## src/rtl/mem_arb_pkg.sv

```systemverilog
// Shared types and constants for the IF/LS memory port arbiter.
//   arb_state_t : the kind of access issued in the previous cycle; it decides
//                 which read-data return path is active in the current cycle
//   arb_owner_t : winner reported by the priority selector
//   STREAK_W    : width of the consecutive-LS-grant counter (MAX_LS_STREAK <= 15)
package mem_arb_pkg;

    typedef enum logic [1:0] {
        S_IDLE  = 2'd0,
        S_IF_RD = 2'd1,
        S_LS_RD = 2'd2,
        S_LS_WR = 2'd3
    } arb_state_t;

    typedef enum logic {
        OWN_IF = 1'b0,
        OWN_LS = 1'b1
    } arb_owner_t;

    localparam int STREAK_W = 4;

endpackage

```

## src/rtl/arb_priority_sel.sv

```systemverilog
// Combinational winner selection between instruction fetch and load/store.
// Ports:
//   if_req_i     - IF is requesting
//   ls_req_i     - LS is requesting
//   streak_sat_i - LS has won MAX_LS_STREAK times in a row while IF waited
//   any_o        - at least one requester wins this cycle
//   owner_o      - which requester wins (only meaningful when any_o = 1)
// LS normally has priority; once the streak saturates a waiting IF wins so
// instruction fetch cannot be starved by a long run of loads/stores.
module arb_priority_sel
    import mem_arb_pkg::*;
(
    input  logic       if_req_i,
    input  logic       ls_req_i,
    input  logic       streak_sat_i,
    output logic       any_o,
    output arb_owner_t owner_o
);

    assign any_o   = if_req_i | ls_req_i;
    assign owner_o = (ls_req_i && !(if_req_i && streak_sat_i)) ? OWN_LS : OWN_IF;

endmodule

```

## src/rtl/mem_port_arbiter.sv

```systemverilog
// Shares one single-port synchronous memory between instruction fetch (IF)
// and the load/store unit (LS). At most one access is issued per cycle.
//
// Handshake: a requester raises *_req and holds it with its address/data
// stable until it sees *_gnt high in the same cycle; the grant is
// combinational, so a request granted in cycle N is gone from the arbiter's
// view in cycle N+1. For reads, *_rvalid is high for exactly one cycle, the
// cycle after the grant, carrying mem_rdata. There is no back-pressure on the
// return path. A request may be withdrawn before it is granted.
//
// Ports:
//   clk, rst                       - clock, synchronous active-high reset
//   if_req/if_addr/if_gnt          - IF read request channel
//   if_rvalid/if_rdata             - IF read return
//   ls_req/ls_we/ls_be/ls_addr/
//   ls_wdata/ls_gnt                - LS request channel (load or store)
//   ls_rvalid/ls_rdata             - LS load return
//   mem_en/mem_we/mem_be/mem_addr/
//   mem_wdata/mem_rdata            - single-port memory interface
//   stall                          - some requester was refused this cycle
//   dbg_state_o, dbg_streak_o      - FSM state and streak counter for observation
module mem_port_arbiter
    import mem_arb_pkg::*;
#(
    parameter int ADDR_W        = 32,
    parameter int DATA_W        = 32,
    parameter int MAX_LS_STREAK = 4
) (
    input  logic                  clk,
    input  logic                  rst,
    input  logic                  if_req,
    input  logic [ADDR_W-1:0]     if_addr,
    output logic                  if_gnt,
    output logic                  if_rvalid,
    output logic [DATA_W-1:0]     if_rdata,
    input  logic                  ls_req,
    input  logic                  ls_we,
    input  logic [DATA_W/8-1:0]   ls_be,
    input  logic [ADDR_W-1:0]     ls_addr,
    input  logic [DATA_W-1:0]     ls_wdata,
    output logic                  ls_gnt,
    output logic                  ls_rvalid,
    output logic [DATA_W-1:0]     ls_rdata,
    output logic                  mem_en,
    output logic                  mem_we,
    output logic [DATA_W/8-1:0]   mem_be,
    output logic [ADDR_W-1:0]     mem_addr,
    output logic [DATA_W-1:0]     mem_wdata,
    input  logic [DATA_W-1:0]     mem_rdata,
    output logic                  stall,
    output arb_state_t            dbg_state_o,
    output logic [STREAK_W-1:0]   dbg_streak_o
);

    localparam logic [STREAK_W-1:0] STREAK_MAX = STREAK_W'(MAX_LS_STREAK);

    arb_state_t            state_q, state_d;
    logic [STREAK_W-1:0]   streak_q, streak_d;
    logic                  streak_sat;
    logic                  any_win;
    arb_owner_t            owner;

    assign streak_sat = (streak_q == STREAK_MAX);

    arb_priority_sel u_sel (
        .if_req_i     (if_req),
        .ls_req_i     (ls_req),
        .streak_sat_i (streak_sat),
        .any_o        (any_win),
        .owner_o      (owner)
    );

    // Reset masks every grant so nothing reaches the memory while in reset.
    assign if_gnt = ~rst & any_win & (owner == OWN_IF);
    assign ls_gnt = ~rst & any_win & (owner == OWN_LS);
    assign stall  = ~rst & ((if_req & ~if_gnt) | (ls_req & ~ls_gnt));

    always_comb begin
        mem_en    = 1'b0;
        mem_we    = 1'b0;
        mem_be    = '0;
        mem_addr  = '0;
        mem_wdata = '0;
        if (if_gnt) begin
            mem_en   = 1'b1;
            mem_be   = '1;
            mem_addr = if_addr;
        end else if (ls_gnt) begin
            mem_en    = 1'b1;
            mem_we    = ls_we;
            mem_be    = ls_be;
            mem_addr  = ls_addr;
            mem_wdata = ls_wdata;
        end
    end

    // State records what was issued this cycle so the return path knows
    // who owns mem_rdata next cycle.
    always_comb begin
        state_d = S_IDLE;
        if (if_gnt) begin
            state_d = S_IF_RD;
        end else if (ls_gnt) begin
            state_d = ls_we ? S_LS_WR : S_LS_RD;
        end
    end

    // Counts LS wins that kept a requesting IF waiting; any IF win or IF
    // going quiet restarts the count.
    always_comb begin
        streak_d = streak_q;
        if (ls_gnt && if_req) begin
            streak_d = streak_sat ? streak_q : streak_q + STREAK_W'(1);
        end else if (if_gnt || !if_req) begin
            streak_d = '0;
        end
    end

    always_ff @(posedge clk) begin
        if (rst) begin
            state_q  <= S_IDLE;
            streak_q <= '0;
        end else begin
            state_q  <= state_d;
            streak_q <= streak_d;
        end
    end

    assign if_rvalid = ~rst & (state_q == S_IF_RD);
    assign ls_rvalid = ~rst & (state_q == S_LS_RD);
    assign if_rdata  = if_rvalid ? mem_rdata : '0;
    assign ls_rdata  = ls_rvalid ? mem_rdata : '0;

    assign dbg_state_o  = state_q;
    assign dbg_streak_o = streak_q;

endmodule

```

## config.mk

```make
export PLATFORM = sky130hd
export DESIGN_NAME = mem_port_arbiter
export DESIGN_NICKNAME = d
export VERILOG_FILES = /design/src/rtl/mem_arb_pkg.sv /design/src/rtl/arb_priority_sel.sv /design/src/rtl/mem_port_arbiter.sv
export SDC_FILE = /design/constraint.sdc
export NUM_CORES = 1
export LEC_CHECK = 0
export CAP_MARGIN = 0
export CORE_AREA = 3 3 108 110
export CTS_BUF_LIST = sky130_fd_sc_hd__clkbuf_4 sky130_fd_sc_hd__clkbuf_8 sky130_fd_sc_hd__clkbuf_16
export CTS_CLUSTER_DIAMETER = 200
export DETAILED_ROUTE_END_ITERATION = 16
export DIE_AREA = 0 0 111 113
export SKIP_LAST_GASP = 1
export SLEW_MARGIN = 20
export SYNTH_ARGS = -nofsm -noshare
export SYNTH_HDL_FRONTEND = slang
export SYNTH_SLANG_ARGS = --single-unit
```

## constraint.sdc

```tcl
create_clock -name clk -period 3.3 [get_ports clk]
set_input_delay 0.495 -clock clk [delete_from_list [all_inputs] [get_ports clk]]
set_output_delay 0.495 -clock clk [all_outputs]
set_load 0.01 [all_outputs]
```

# Word level (Yosys, flattened, before mapping)
# Cells that the tools add are included.
[classes]
eq_ne = 4
muxes = 19
reduce_logical = 9
n_bitwise = 14
addsub = 1
[ops]
columns = ["operator", "n"]
rows = [
  ["2-to-1 mux 32 bit", 6],
  ["2-to-1 mux 4 bit", 5],
  ["bitwise AND 1 bit", 8],
  ["2-to-1 mux 1 bit", 8],
  ["adder 4 x 1 -> 4 bit, second input constant", 1],
  ["equality test 4 x 3 -> 1 bit, second input constant", 1],
  ["inverter 1 bit", 4],
  ["logical AND 1 bit", 3],
  ["OR reduction 3 bit", 1],
  ["equality test 2 x 1 -> 1 bit, second input constant", 1],
  ["equality test 2 bit, second input constant", 1],
  ["logical NOT 1 bit", 2],
  ["inequality test 2 bit, second input constant", 1],
  ["OR 1 bit", 2],
  ["AND reduction 2 bit", 1],
  ["nonzero test 2 bit", 1],
  ["logical OR 1 bit", 1],
]
[totals]
in_bits = 137
wordCells = 50
output_inout_bits = 145
reg_bits = 6

# Depth between registers and ports, before layout
# Gate-level depths: netlist of the first run.
[logic_depth]
depth_word = 11
ltp_mapped = 7
ltp_nobuf = 5

# By module
# A second synthesis of the first run with hierarchy kept.
[unflattened]
cells_unflattened = 233
hier_area_um2 = 1527.7
[by_module_without_submodules]
columns = ["mod", "seq_area_each_um2", "instances", "area_each_um2", "cells_each"]
rows = [
  ["mem_port_arbiter", 120.1, 1, 1514.0, 231],
  ["arb_priority_sel", 0.0, 1, 13.8, 2],
]

# Worst setup path after synthesis of the first run
# No wires, ideal clock.
[synth_path]
kind = "register to output"
start = "reg streak_q[0], in the netlist dbg_streak_o[0]"
end = "out mem_wdata[0]"
t_required_ns = 2.805
setup_slack_ns = 1.325
path_stages_with_launch = 8
n_path_buf = 2
t_arrival_ns = 1.480
path_cell_list = "dfxtp_1 -> inv_1 -> ha_1 -> nand3b_4 -> o211a_1 -> buf_2 -> clkbuf_1 -> and2_1"
[synth_via]
elab_chain_len = 8
elab_cells_between_ends = 10
[synth_lines]
columns = ["element", "line", "rtl"]
rows = [
  ["start: declaration", "mem_port_arbiter.sv:58", "logic [STREAK_W-1:0] streak_q, streak_d;"],
  ["start signal: assignment", "mem_port_arbiter.sv:125", "streak_q <= streak_d;"],
  ["equality test 4 x 3 -> 1 bit *", "mem_port_arbiter.sv:63", "assign streak_sat = (streak_q == STREAK_MAX);"],
  ["logical AND 1 bit *", "arb_priority_sel.sv:21", "assign owner_o = (ls_req_i && !(if_req_i && streak_sat_i)) ? OWN_LS : OWN_IF;"],
  ["logical NOT 1 bit *", "arb_priority_sel.sv:21", ""],
  ["logical AND 1 bit *", "arb_priority_sel.sv:21", ""],
  ["2-to-1 mux 1 bit *", "arb_priority_sel.sv:21", ""],
  ["bitwise AND 1 bit / inverter 1 bit (equally long branches)", "mem_port_arbiter.sv:75, mem_port_arbiter.sv:74", ""],
  ["2-to-1 mux 32 bit / bitwise AND 1 bit (equally long branches)", "mem_port_arbiter.sv:88, mem_port_arbiter.sv:74", ""],
  ["2-to-1 mux 32 bit *", "mem_port_arbiter.sv:84", "if (if_gnt) begin"],
  ["end: declaration", "mem_port_arbiter.sv:48", "output logic [DATA_W-1:0] mem_wdata,"],
]
# Mark *: on every way between the ends. The rest lies on a longest branch, timed or not.

# Worst setup path after layout of the first run
[layout_path]
start = "in rst"
end = "out mem_addr[2]"
[layout_via]
elab_chain_len = 5
elab_cells_between_ends = 6
[layout_lines]
columns = ["element", "line", "rtl"]
rows = [
  ["start: declaration", "mem_port_arbiter.sv:30", "input logic rst,"],
  ["inverter 1 bit *", "mem_port_arbiter.sv:74, mem_port_arbiter.sv:75", ""],
  ["bitwise AND 1 bit *", "mem_port_arbiter.sv:74, mem_port_arbiter.sv:75", ""],
  ["bitwise AND 1 bit", "mem_port_arbiter.sv:75", "assign ls_gnt = ~rst & any_win & (owner == OWN_LS);"],
  ["2-to-1 mux 32 bit", "mem_port_arbiter.sv:88", "end else if (ls_gnt) begin"],
  ["2-to-1 mux 32 bit *", "mem_port_arbiter.sv:84", ""],
  ["end: declaration", "mem_port_arbiter.sv:47", "output logic [ADDR_W-1:0] mem_addr,"],
]
# Marks and branches as above.

==> out/results.ini, run 1 <==
[logic_synthesis]
synth.most_common_cell = and2_1
synthTopCellsByArea = and2_1 46%, a22o_1 21%, dfxtp_1 9.0%
netlist_area_sq_um = 1330
yosys_warnings = 0
synthDistinctLibCells = 21
synth_seq_cells = 6
synth_edf_count = 0
synthFlopType = dfxtp_1
async_reset_ff_share_pct = 0
synth_nets = 320
synthTopCellsByCount = 97 x and2_1, 32 x a22o_1, 6 x buf_2, 6 x clkbuf_1, 6 x dfxtp_1
yosysTopAreaCellShare_pct = 45.7
synth_top_area_cell = and2_1
yosysSeqAreaShare_pct = 9.04
syn_avg_cell_area_sq_um = 7.34
synthCells = 181

[clock_tree]
clkTransAtPathRegs_ns = 0.04
clk_latency_ns = 0.23
cts-root-buf = clkbuf_8
clock-sinks = 6
post_cts_buffers = 0
cts_tree = built
clk_path_buf_depth = 2
cts_made_buffers = 3
htree_num_levels = 1
ctsResizeCount = 0
ctsHoldBuffers = 0

[hold_path]
hold_path.class = register to register

[final_layout]
ff_latch_area_sq_um = 120
fillCellCount = 1118
final_core_util_pct = 40.2
multiInputGateArea_sq_um = 1090
syn_to_final_growth_pct = 226
finish.net_count = 593
drive_gt1_share_pct = 2.88
antennaDiodeCount = 0
instances_no_fill = 592
fin_area_sq_um = 4330

[power_and_ir_drop]
powerDensity_nw_per_um2 = 145
p_leak_uw = 0.00168
ir_drop_mv = 0.0995
power_uw = 627

[critical_path]
crit_type = primary input to output pin
cp-start-kind = primary input
crit_slowest_cell = clkdlybuf4s50_1
path_cells = clkdlybuf4s50_1 -> inv_1 -> o211a_2 -> buf_4 -> a22o_1 -> clkdlybuf4s50_1
arrival_ns = 2.44
critPathCaptureType = output pin
critPathMostFrequentCell = clkdlybuf4s50_1
crit_buf_inv = 4
slowest_delay_ns = 0.55
crit_fanout = 25
cp.required_ns = 2.80
cp_top_family = buffers and inverters

[floorplanning]
dieHeight_um = 113
die-width_um = 111
ios = 282
design.core.area_sq_um = 10800
die-area_sq_um = 12500
initial_core_util_pct = 12.3
num_rows = 38

[drt]
dr.first_iter.drc_count = 64
vias = 2331
drtPass1Iterations = 4
detail-route-antenna-nets = 0
drc = 0
wl_per_cell_um = 15.3
postRouteWirelength_mm = 9.06
via_per_inst = 3.94

[placement]
io_buffers = 281
dpl.hpwl_mm = 7.91
dp.cells = 589
place_area_sq_um = 4290
place.gp.congestion = 0.820

[status]
status = complete, no violations

[global_routing]
grt_max_degree = 47
grt_overflow = 0
grt_pass1_wl_mm = 13.3
grt_pass1_vias = 2479
antenna_found_initial = 0
grt_usage_pct = 13.1

[timing]
setup_tns_ns = 0
rsz0062_at_grt = no
period_needed_ns = 2.93
max_slew_margin_pct = 76.2
setup_viol = 0
worst_slew_pin_slew_ns = 0.355
fin_worst_skew_ns = 0.00418
maxSlewViolCount = 0
timing.fmax_mhz = 341
finalHoldViolCount = 0
fin_crit_sh_pct = 88.8

[job]
drv_cap = 0

-- through the flow --
stage | setup slack, ns | hold slack [ns]
final | 0.370 | 0.498
after global routing | 0.281 | 0.550
after CTS | 0.348 | 0.507
after detailed placement | 0.367 | 0.492
after global placement | 0.371 | 0.481
after floorplan | 1.33 | 0.480
-- cell usage in the layout, fill, tap and decap left out, drive strengths merged --
cell,instances
a211oi,1
a21o,5
a22o,32
and2,97
and3,1
and3b,1
buf,5
clkbuf,3
clkdlybuf4s50,281
dfxtp,6
ha,2
inv,4
nand2,1
nand3,1
nand3b,1
nor2,5
nor3b,2
o211a,2
xnor2,1
xor2,1
-- cells by family (layout without fill, tap and decap cells) --
group	Yosys count	after routing	synth area share (%)
DFF	6	6	9.04
and+or+nand+nor	109	109	51.5
AOI/OAI and AO/OA	40	40	26.4
xor gates and xnor gates	2	2	1.32
buffers and inverters	22	293	9.89
adders and majority gates	2	2	1.88
-- registers in the layout (all words and copies together) (netlist names) --
register	cells
dbg_state_o	2
dbg_streak_o	4
-- metal layers --
| metal | GRT usage (%) | share of wire [%] | vias to the layer above |
|---|---|---|---|
| met5 | 0 | 0 | - |
| met3 | 4.06 | 9.4 | 11 |
| li1 | - | - | 1149 |
| met2 | 27.1 | 54 | 153 |
| met1 | 12.6 | 35 | 1018 |
| met4 | 2.87 | 1.4 | 0 |
-- path summary, 6_finish.rpt --
check	slack (ns)	start	depth (start not counted)	endpoint
min reg2reg	0.50	dbg_streak_o[0]	1	dbg_streak_o[0]
max	0.37	rst	6	mem_addr[2]
max reg2reg	1.78	dbg_streak_o[0]	6	dbg_state_o[0]
min	0.50	dbg_streak_o[0]	1	dbg_streak_o[0]
-- cell type report --
type	count	area share, %
Timing Repair Buffer	286	66.6
Clock buffer	3	0.953
Multi-Input combinational cell	153	25.3
Inverter	4	0.346
Sequential cell	6	2.77
Tap cell	140	4.04
-- power by group --
| part | switching [uW] | internal, uW | total, uW |
|---|---|---|---|
| registers | 2.23 | 75.1 | 77.3 |
| clock network | 35.7 | 78.7 | 114 |
| logic | 139 | 296 | 436 |
| total | 177 | 450 | 627 |
(Power assumes the default switching activity.)
==> run 2, diff against run 1 <==
--- a/config.mk
+++ b/config.mk
@@ -7,3 +7,2 @@
 export LEC_CHECK = 0
-export CAP_MARGIN = 0
 export CORE_AREA = 3 3 108 110
@@ -13,2 +12,3 @@
 export DIE_AREA = 0 0 111 113
+export MAX_ROUTING_LAYER = met4
 export SKIP_LAST_GASP = 1
--- a/constraint.sdc
+++ b/constraint.sdc
@@ -3,2 +3,2 @@
 set_output_delay 0.495 -clock clk [all_outputs]
-set_load 0.01 [all_outputs]
+set_load 0.02 [all_outputs]
==> run 2 against run 1 <==
Effect of this change:
- core utilization stayed put
- cell count is the same
- final area did not move
- largest power group unchanged
==> out/results.ini, run 2 (same netlist as run 1, synthesis figures left out) <==
[status]
status = complete, no violations

[timing]
maxSlewViolCount = 0  ; unchanged
setup_tns_ns = 0  ; unchanged
fin_worst_skew_ns = 0.00354  ; -0.000636 ns
fin_crit_sh_pct = 90.5  ; +1.7 points
rsz0062_at_grt = no
worst_slew_pin_slew_ns = 0.342  ; -0.0127 ns
setup_viol = 0  ; unchanged
period_needed_ns = 2.99  ; +0.0576 ns
max_slew_margin_pct = 77.1  ; +0.85 points
finalHoldViolCount = 0  ; unchanged
timing.fmax_mhz = 335  ; -1.9%

[critical_path]
crit_type = primary input to output pin
reg2reg_to = dbg_state_o[0]
reg2reg_slack_ns = 1.79  ; about the same
startpoint = rst
arrival_ns = 2.49  ; +0.05 ns
crit-reg2reg-launch = dbg_streak_o[0]
cp-endpoint = mem_addr[3]
critPathCaptureType = output pin
crit_fanout = 25  ; unchanged
cp.required_ns = 2.80  ; about the same
cp-start-kind = primary input
r2r_cells = 6  ; unchanged

[power_and_ir_drop]
powerDensity_nw_per_um2 = 155  ; +7.3%
clock_power_share_pct = 16.1  ; -2.1 points
power_uw = 673  ; +7.3%
p_leak_uw = 0.00168  ; unchanged
p_seq_share_pct = 11.5  ; -0.8 points
switchingPower_uw = 223  ; +26%
ir_drop_mv = 0.0938  ; -5.8%
switching_share_pct = 33.2  ; +4.9 points
combPwrFrac_pct = 72.4  ; +3.0 points
power.internal_uw = 450  ; about the same

[final_layout]
antennaDiodeCount = 0  ; unchanged
final_cell_mix = 281 x clkdlybuf4s50_1, 97 x and2_1, 32 x a22o_1, 6 x dfxtp_1
syn_to_final_growth_pct = 226  ; unchanged
largest_reg_flops = 4  ; unchanged
fillCellCount = 1072  ; -4.1%
final_common_cell = clkdlybuf4s50_1
finish.net_count = 593  ; unchanged
drive_gt1_share_pct = 2.88  ; unchanged

[clock_tree]
clock-sinks = 6  ; unchanged
cts-root-buf = clkbuf_8
cts_tree = built
clk_path_buf_depth = 2  ; unchanged
cts_made_buffers = 3  ; unchanged
clk_latency_ns = 0.22  ; about the same
clkTransAtPathRegs_ns = 0.03  ; about the same
htree_num_levels = 1  ; unchanged
post_cts_buffers = 0  ; unchanged
ctsHoldBuffers = 0  ; unchanged
ctsResizeCount = 0  ; unchanged

[placement]
place.gp.congestion = 0.812  ; -0.95%
io_buffers = 281  ; unchanged
dpl.hpwl_mm = 7.94  ; +0.36%

[job]
drv_cap = 0  ; unchanged

[global_routing]
grt_max_degree = 47  ; unchanged
grt_pass1_vias = 2462  ; -0.69%
grt_pass1_wl_mm = 13.0  ; -2.0%
grt_usage_pct = 13.3  ; +0.20 points
grt_overflow = 0  ; unchanged
antenna_found_initial = 0  ; unchanged

[drt]
via_per_inst = 3.99  ; +1.4%
detail-route-antenna-nets = 0  ; unchanged
wl_per_cell_um = 15.3  ; -0.40%
dr.first_iter.drc_count = 77  ; +20%
vias = 2363  ; +1.4%
drc = 0  ; unchanged
postRouteWirelength_mm = 9.03  ; -0.40%
drtPass1Iterations = 4  ; unchanged

[floorplanning]
dieHeight_um = 113  ; unchanged
initial_core_util_pct = 12.3  ; unchanged
die-width_um = 111  ; unchanged
ios = 282  ; unchanged
num_rows = 38  ; unchanged
die-area_sq_um = 12500  ; unchanged
design.core.area_sq_um = 10800  ; unchanged

[hold_path]
hold_path.class = register to register

==> run 2: cell counts in the layout (fill, tap and decap cells not counted) <==
No cell type changed its count.
==> run 2: metrics by stage <==
step / hold slack (ns) / worst slack, ns / instance area (sq um) / util, % / instances
finish: 0.490 / 0.312 / 4330 / 40.2 / 592
global route: 0.551 / 0.208 / 4330 / 40.2 / 592
CTS: 0.496 / 0.283 / 4330 / 40.2 / 592
detailed placement: 0.481 / 0.293 / 4290 / 39.8 / 589
global placement: 0.480 / 0.304 / 4290 / 39.8 / 589
floorplan: 0.528 / 1.16 / 1330 / - / 181
==> run 2: worst min path at each step <==
stage               startpoint              end  slack (ns)  depth (start not counted)
6_report       dbg_streak_o[0]  dbg_streak_o[0]        0.49                          1
5_1_grt        dbg_streak_o[0]  dbg_streak_o[0]        0.55                          1
4_1_cts        dbg_streak_o[0]  dbg_streak_o[0]        0.50                          1
3_5_place_dp   dbg_streak_o[0]  dbg_streak_o[0]        0.48                          1
3_3_place_gp   dbg_streak_o[0]  dbg_streak_o[0]        0.48                          1
2_1_floorplan  dbg_streak_o[0]  dbg_streak_o[0]        0.53                          1
==> run 2: metal layers <==
layer | part of all wire [%] | GRT usage [%] | vias to the layer above
li1 | - | - | 1157
met1 | 37 | 13.8 | 1044
met2 | 55 | 26.5 | 153
met3 | 7.3 | 2.30 | 9
met4 | 1.1 | 2.46 | 0
met5 | 0 | - | -
==> run 2: cell type report <==
class	count	area, sq um	area share, %
clock buffers	3	41.3	0.953
inverters	4	15.0	0.346
multi-input cells	153	1090	25.3
flip-flops and latches	6	120	2.77
well taps	140	175	4.04
repair buffers	286	2890	66.6
==> run 2: worst max-delay path, stage by stage <==
cell and delay [ns]:
clkdlybuf4s50_1 0.55, inv_1 0.14, o211a_2 0.23, buf_4 0.24, a22o_1 0.21, clkdlybuf4s50_1 0.62
==> run 2: power by group through the flow <==
stage	logic, uW	registers, uW	clock network (uW)
3_3_place_gp	490	78.4	0
4_1_cts	494	77.4	110
6_report	488	77.3	108
5_1_grt	514	77.8	117
2_1_floorplan	170	80.4	0
3_5_place_dp	491	78.4	0
